[src/rtl/bist_signature_analyzer_if.sv]
// bist_signature_analyzer_if: controller-side stimulus and verdict signals of the signature analyzer
interface bist_signature_analyzer_if #(
  parameter int WIDTH = 16,
  parameter int CNT_W = 8
);
  logic             running;
  logic             bist_end;
  logic [WIDTH-1:0] data_in;
  logic [WIDTH-1:0] signature;
  logic [CNT_W-1:0] cycle_count;
  logic             done;
  logic             pass;
  logic             fail;
  logic             aborted;
  modport master (
    output running, bist_end, data_in,
    input  signature, cycle_count, done, pass, fail, aborted
  );
  modport slave (
    input  running, bist_end, data_in,
    output signature, cycle_count, done, pass, fail, aborted
  );
endinterface

[src/rtl/bist_signature_analyzer.sv]
// bist_signature_analyzer: MISR response compaction with golden signature/cycle-count verdict
module bist_signature_analyzer #(
  parameter int               WIDTH      = 16,
  parameter logic [WIDTH-1:0] POLY       = 16'h1021,
  parameter logic [WIDTH-1:0] SEED       = '0,
  parameter logic [WIDTH-1:0] GOLDEN     = 16'h0000,
  parameter int               CNT_W      = 8,
  parameter int               EXP_CYCLES = 72
) (
  input logic                     clk,
  input logic                     reset,
  bist_signature_analyzer_if.slave bus
);
  typedef enum logic [1:0] {IDLE, COMPACT, COMPARE, RESULT} state_t;
  state_t           r_state, w_state;
  logic [WIDTH-1:0] r_sig, w_sig, w_step, w_seed_step;
  logic [CNT_W-1:0] r_cnt, w_cnt, w_cnt_inc;
  logic             r_done, r_pass, r_fail, r_aborted;
  logic             w_done, w_pass, w_fail, w_aborted, w_match;
  assign w_step      = {r_sig[WIDTH-2:0], 1'b0} ^ (r_sig[WIDTH-1] ? POLY : '0) ^ bus.data_in;
  assign w_seed_step = {SEED[WIDTH-2:0], 1'b0} ^ (SEED[WIDTH-1] ? POLY : '0) ^ bus.data_in;
  assign w_cnt_inc   = &r_cnt ? r_cnt : r_cnt + 1'b1;
  assign w_match     = (r_sig == GOLDEN) && (r_cnt == CNT_W'(EXP_CYCLES));
  // next-state, signature/count update and verdict decode
  always_comb begin
    w_state   = r_state;
    w_sig     = r_sig;
    w_cnt     = r_cnt;
    w_done    = r_done;
    w_pass    = r_pass;
    w_fail    = r_fail;
    w_aborted = 1'b0;
    case (r_state)
      IDLE, RESULT: if (bus.running) begin
        w_state = COMPACT;
        w_sig   = w_seed_step;
        w_cnt   = CNT_W'(1);
        w_done  = 1'b0;
        w_pass  = 1'b0;
        w_fail  = 1'b0;
      end
      COMPACT: if (bus.running) begin
        w_sig   = w_step;
        w_cnt   = w_cnt_inc;
        w_state = bus.bist_end ? COMPARE : COMPACT;
      end else if (bus.bist_end) begin
        w_state = COMPARE;
      end else begin
        w_state   = IDLE;
        w_sig     = SEED;
        w_cnt     = '0;
        w_aborted = 1'b1;
      end
      COMPARE: begin
        w_state = RESULT;
        w_done  = 1'b1;
        w_pass  = w_match;
        w_fail  = ~w_match;
      end
      default: w_state = IDLE;
    endcase
  end
  // state and output registers, reset overrides everything
  always_ff @(posedge clk) begin
    if (reset) begin
      r_state   <= IDLE;
      r_sig     <= SEED;
      r_cnt     <= '0;
      r_done    <= 1'b0;
      r_pass    <= 1'b0;
      r_fail    <= 1'b0;
      r_aborted <= 1'b0;
    end else begin
      r_state   <= w_state;
      r_sig     <= w_sig;
      r_cnt     <= w_cnt;
      r_done    <= w_done;
      r_pass    <= w_pass;
      r_fail    <= w_fail;
      r_aborted <= w_aborted;
    end
  end
  assign bus.signature   = r_sig;
  assign bus.cycle_count = r_cnt;
  assign bus.done        = r_done;
  assign bus.pass        = r_pass;
  assign bus.fail        = r_fail;
  assign bus.aborted     = r_aborted;
endmodule

[src/flat_wrapper.sv]
// flat-port wrapper written by rule: the top's interface ports become plain ports
module bist_signature_analyzer_flat 
#(
  parameter int               WIDTH      = 16,
  parameter logic [WIDTH-1:0] POLY       = 16'h1021,
  parameter logic [WIDTH-1:0] SEED       = '0,
  parameter logic [WIDTH-1:0] GOLDEN     = 16'h0000,
  parameter int               CNT_W      = 8,
  parameter int               EXP_CYCLES = 72
)
  (clk, reset, bus_running, bus_bist_end, bus_data_in, bus_signature, bus_cycle_count, bus_done, bus_pass, bus_fail, bus_aborted);
  bist_signature_analyzer_if #(.WIDTH(WIDTH), .CNT_W(CNT_W)) bus_i ();
  input logic clk;
  input logic reset;
  input wire logic [$bits(bus_i.running)-1:0] bus_running;
  input wire logic [$bits(bus_i.bist_end)-1:0] bus_bist_end;
  input wire logic [$bits(bus_i.data_in)-1:0] bus_data_in;
  output wire logic [$bits(bus_i.signature)-1:0] bus_signature;
  output wire logic [$bits(bus_i.cycle_count)-1:0] bus_cycle_count;
  output wire logic [$bits(bus_i.done)-1:0] bus_done;
  output wire logic [$bits(bus_i.pass)-1:0] bus_pass;
  output wire logic [$bits(bus_i.fail)-1:0] bus_fail;
  output wire logic [$bits(bus_i.aborted)-1:0] bus_aborted;
  assign bus_i.running = bus_running;
  assign bus_i.bist_end = bus_bist_end;
  assign bus_i.data_in = bus_data_in;
  assign bus_signature = bus_i.signature;
  assign bus_cycle_count = bus_i.cycle_count;
  assign bus_done = bus_i.done;
  assign bus_pass = bus_i.pass;
  assign bus_fail = bus_i.fail;
  assign bus_aborted = bus_i.aborted;
  bist_signature_analyzer #(.WIDTH(WIDTH), .POLY(POLY), .SEED(SEED), .GOLDEN(GOLDEN), .CNT_W(CNT_W), .EXP_CYCLES(EXP_CYCLES)) u_core (.clk(clk), .reset(reset), .bus(bus_i));
endmodule
[config.mk]
export PLATFORM = sky130hd
export DESIGN_NAME = bist_signature_analyzer_flat
export DESIGN_NICKNAME = d
export VERILOG_FILES = /design/src/rtl/bist_signature_analyzer_if.sv /design/src/rtl/bist_signature_analyzer.sv /design/src/flat_wrapper.sv
export SDC_FILE = /design/constraint.sdc
export NUM_CORES = 1
export LEC_CHECK = 0
export CAP_MARGIN = 20
export CELL_PAD_IN_SITES_DETAIL_PLACEMENT = 0
export CELL_PAD_IN_SITES_GLOBAL_PLACEMENT = 1
export CORE_ASPECT_RATIO = 0.5
export CORE_MARGIN = 3
export CORE_UTILIZATION = 37
export CTS_BUF_LIST = sky130_fd_sc_hd__clkbuf_8
export DETAILED_ROUTE_END_ITERATION = 8
export PLACE_DENSITY = 0.8
export SLEW_MARGIN = 20
export SYNTH_ARGS = -nofsm -noshare
export SYNTH_HDL_FRONTEND = slang
export SYNTH_SLANG_ARGS = --single-unit
export TNS_END_PERCENT = 50
[constraint.sdc]
create_clock -name clk -period 2.4 [get_ports clk]
set_input_delay 0.48 -clock clk [delete_from_list [all_inputs] [get_ports clk]]
set_output_delay 0.48 -clock clk [all_outputs]
set_load 0.005 [all_outputs]
==> summary.md <==
| Metric | Value |
|---|---|
| Comb pwr share | `55.0%` |
| Post-synth EDFFs | `0` |
| Critical path peak fanout | `15` |
| Post-CTS setup buffers | `0` |
| Top Ports | `48` |
| Crit path buffers/inverters | `2` |
| Reg power frac | `31.3%` |
| CTS buffer count | `5` |
| Synth area leaders | `dfxtp_1 (32%), mux2i_1 (7.5%), nand2_1 (7.2%)` |
| Clock Tree Root | `clkbuf_8` |
| Sequential fraction of the synthesis area | `32.13%` |
| Critical Setup Path Class | `reg -> reg` |
| Die H | `56.26 um` |
| Share of flip-flops with an asynchronous set or reset | `0%` |
| Synth Net Count | `259` |
| Min-delay src | `u_core.bus.fail` |
| TritonCTS clock tree | `yes` |
| Worst path most repeated cell | `a21oi_1` |
| Residual overflow from global routing | `0` |
| Antenna diodes | `0` |
| Distinct cells, synth | `between 40 and 50` |
| Area share of the largest cell type after synthesis | `32.13%` |
| Largest net degree at the start of global routing | `31` |
| Total global-route track usage | `about 17%` |
| Later-pin clock latency in the skew report | `~270 ps` |
| Slew HR | `65.38%` |
| # H-tree levels | `2` |
| Mapped Cells | `approximately 230` |
| Synth Warn # | `0` |
| Slew at the pin with the worst max-slew slack | `517.7 ps` |
| Max incr delay on CP | `480 ps` |
| Nets | `303` |
| Clock-pin slew on the worst setup and hold paths | `60 ps` |
| CTS Hold Bufs | `0` |
| Status | `completed` |
| Tcrit/Tclk final | `about four fifths` |
| FF-to-FF Start | `u_core.r_state[0]` |
| Final Max Tran Viols | `0` |
| Initial antenna violation count | `0` |
| Clock group share of total power | `13.7%` |
| Post-DP HPWL | `3.550 mm` |
| CTS sink count | `30` |
| Lkg Pwr | `0.9182 nW` |
| Number of global-route vias before repair | `1763` |
| Final number of setup-violating endpoints | `0` |
| Die X-Extent | `between 100 and 150 um` |
| Switching Fraction | `between 40% and 50%` |
| Syn Std Cell Area | `1869 um^2` |
| Fin. Hold Viols | `0` |
| VDD IR max | `slightly above 0.5 mV` |
| P_sw | `0.001132 W` |
| Arrival time at the worst endpoint | `roughly 2100 ps` |
| Crit path from | `u_core.r_state[0]` |
| Fmax | `0.5254 GHz` |
| PD cells | `between 1000 and 1500 nW/um^2` |
| Max_cap viols | `0` |
| DR WL/cell | `14.24 um` |
| Family with the most delay on the worst path | `simple AND/OR/NAND/NOR gates` |
| Clk buf depth | `2` |
| Critical path's slowest cell | `or4_1` |
| Layout cells sized above 1 | `6.475%` |
| Sum Neg Setup Slack | `0 ps` |
| Pre-antenna DRT Iters | `4` |
| GP Congestion | `0.8286` |
| Cell Rows | `17` |
| Antenna viol nets, final | `0` |
| Type of origin of the critical path | `register` |
| Cell Int Power | `0.001597 W` |
| RSZ-0062 raised after global routing | `false` |
| Critical Path End Type | `register` |
| Global-route wire length before repair | `8.521 mm` |
| Worst Hold Class | `reg -> reg` |
| Final Util | `between 50% and 60%` |
| PortBufs | `47` |
| Synth-to-layout area growth | `32.13%` |
| Final critical-path required period | `between 1500 and 2000 ps` |
| Core box area | `4637 um^2` |
| Top_reg_cell synth | `dfxtp_1` |
| Required time of the critical path | `between 2000 and 3000 ps` |
| Residual DRC | `0` |
| Post-cts sizing count | `0` |
| FF+latch count, synth | `30` |
| Synth Area per Inst | `7.988 um^2` |
| Vias per inst | `between 5 and 6` |
| Worst-path cell chain | `inv_1 > ha_1 > a21oi_1 > o21ai_1 > buf_4 > or4_1 > a21oi_1` |
| FILL cells | `456` |
| WL final | `4.900 mm` |
| Starting Density | `around two fifths` |
| Biggest area consumer among synthesized cells | `dfxtp_1` |
| Vias | `1840` |
| DRT iter0 DRCs | `94` |
| Worst Skew | `between 1 and 1.5 ps` |
| Die ar. | `5993 um^2` |
## cells by family (layout without fill, tap and decap cells)
kind of cell | after synthesis | count (layout) | synth area share [%]
and+or+nand+nor | 103 | 103 | 28.78
AOI/OAI and AO/OA | 52 | 52 | 19.88
DFF | 30 | 30 | 32.13
buffers and inverters | 28 | 72 | 7.430
muxes | 14 | 14 | 7.496
adders and majority gates | 5 | 5 | 3.347
xor gates and xnor gates | 2 | 2 | 0.9373
## cell usage in the layout, fill, tap and decap left out, drive strengths merged, types with 2 or more instances in the layout
cell type	count
a21oi	11
clkbuf	5
a31oi	2
nor3	2
nor4	3
a21boi	2
clkdlybuf4s50	47
o21ai	8
mux2i	14
a221oi	2
nor4b	2
and3	2
nand3	4
or4	5
nor2	20
nand2b	16
nand4	3
o32ai	2
buf	8
or3	2
a21o	2
inv	12
xnor2	2
o31ai	4
dfxtp	30
a311oi	15
ha	5
nand2	36
nor2b	3
nor3b	3
## per-stage QoR
step | setup WS (ps) | hold WS, ps | area, um^2 | instances | total power (W)
6_report | 496.6 | 481.5 | 2470 | 344 | 0.002729
5_1_grt | 300.0 | 510.1 | 2470 | 344 | 0.002993
4_1_cts | 481.8 | 484.2 | 2470 | 344 | 0.002751
3_5_place_dp | 312.2 | 473.7 | 2394 | 337 | 0.002364
3_3_place_gp | 337.5 | 463.4 | 2394 | 337 | 0.002346
2_1_floorplan | 734.5 | 465.8 | 1869 | 234 | 0.001797
## metal layers
metal | GRT usage, % | wire [um]
met5 | 0 | 0
met4 | 4.736 | 31
met3 | 4.133 | 217
met2 | 27.09 | 2202
met1 | 24.42 | 2448
## power by group through the flow
stage | combinational, W | clock, W | sequential (W)
2_1_floorplan | 0.000980 | 0 | 0.000817
3_3_place_gp | 0.00148 | 0 | 0.000861
3_5_place_dp | 0.00150 | 0 | 0.000865
4_1_cts | 0.00151 | 0.000386 | 0.000857
5_1_grt | 0.00170 | 0.000410 | 0.000886
6_report | 0.00150 | 0.000373 | 0.000855
## state kept, by name (all words and copies together), names as in the netlist
register                flops
u_core.bus.cycle_count      8
u_core.bus.aborted          1
u_core.bus.done             1
u_core.bus.pass             1
u_core.r_state              2
u_core.bus.fail             1
u_core.bus.signature       16
## cell type report
cell class                 count  area (um^2)  area share [%]
multi-input combinational    176         1130           45.74
sequential                    30        600.6           24.32
timing repair buffer          55        543.0           21.99
tap                           66        82.58           3.343
clock buffer                   5        68.82           2.786
inverter                      10        37.54           1.520
clock inverter                 2        7.507          0.3040
## worst min-delay path, cell delays in order, from the launching register on
cell     delay (ps)
dfxtp_1         310
o21ai_0          70
a21oi_1          60
## cells in the mapped netlist, types with 2 or more instances
| master | instances |
|---|---|
| or4_1 | 5 |
| mux2i_1 | 14 |
| o32ai_1 | 2 |
| or3_1 | 2 |
| buf_6 | 3 |
| a21o_1 | 2 |
| ha_1 | 5 |
| a21boi_1 | 2 |
| buf_2 | 9 |
| clkbuf_1 | 6 |
| nor2_1 | 20 |
| a221oi_1 | 2 |
| nor2b_1 | 3 |
| o31ai_1 | 4 |
| nor3b_1 | 3 |
| o21ai_0 | 7 |
| a21oi_1 | 11 |
| nand3_1 | 3 |
| nor4_1 | 3 |
| a311oi_1 | 15 |
| nand2_1 | 36 |
| xnor2_1 | 2 |
| inv_1 | 10 |
| nand2b_1 | 16 |
| a31oi_1 | 2 |
| nand4_1 | 2 |
| dfxtp_1 | 30 |
| and3_1 | 2 |
## path summary, 6_finish.rpt
check | end | slack, ps | cells after the start
setup / recovery | u_core.bus.cycle_count[2] | 500 | 7
hold / removal | u_core.bus.fail | 480 | 2
setup reg to reg | u_core.bus.cycle_count[2] | 500 | 7
hold reg to reg | u_core.bus.fail | 480 | 2
Power figures use the tool's default switching activity.
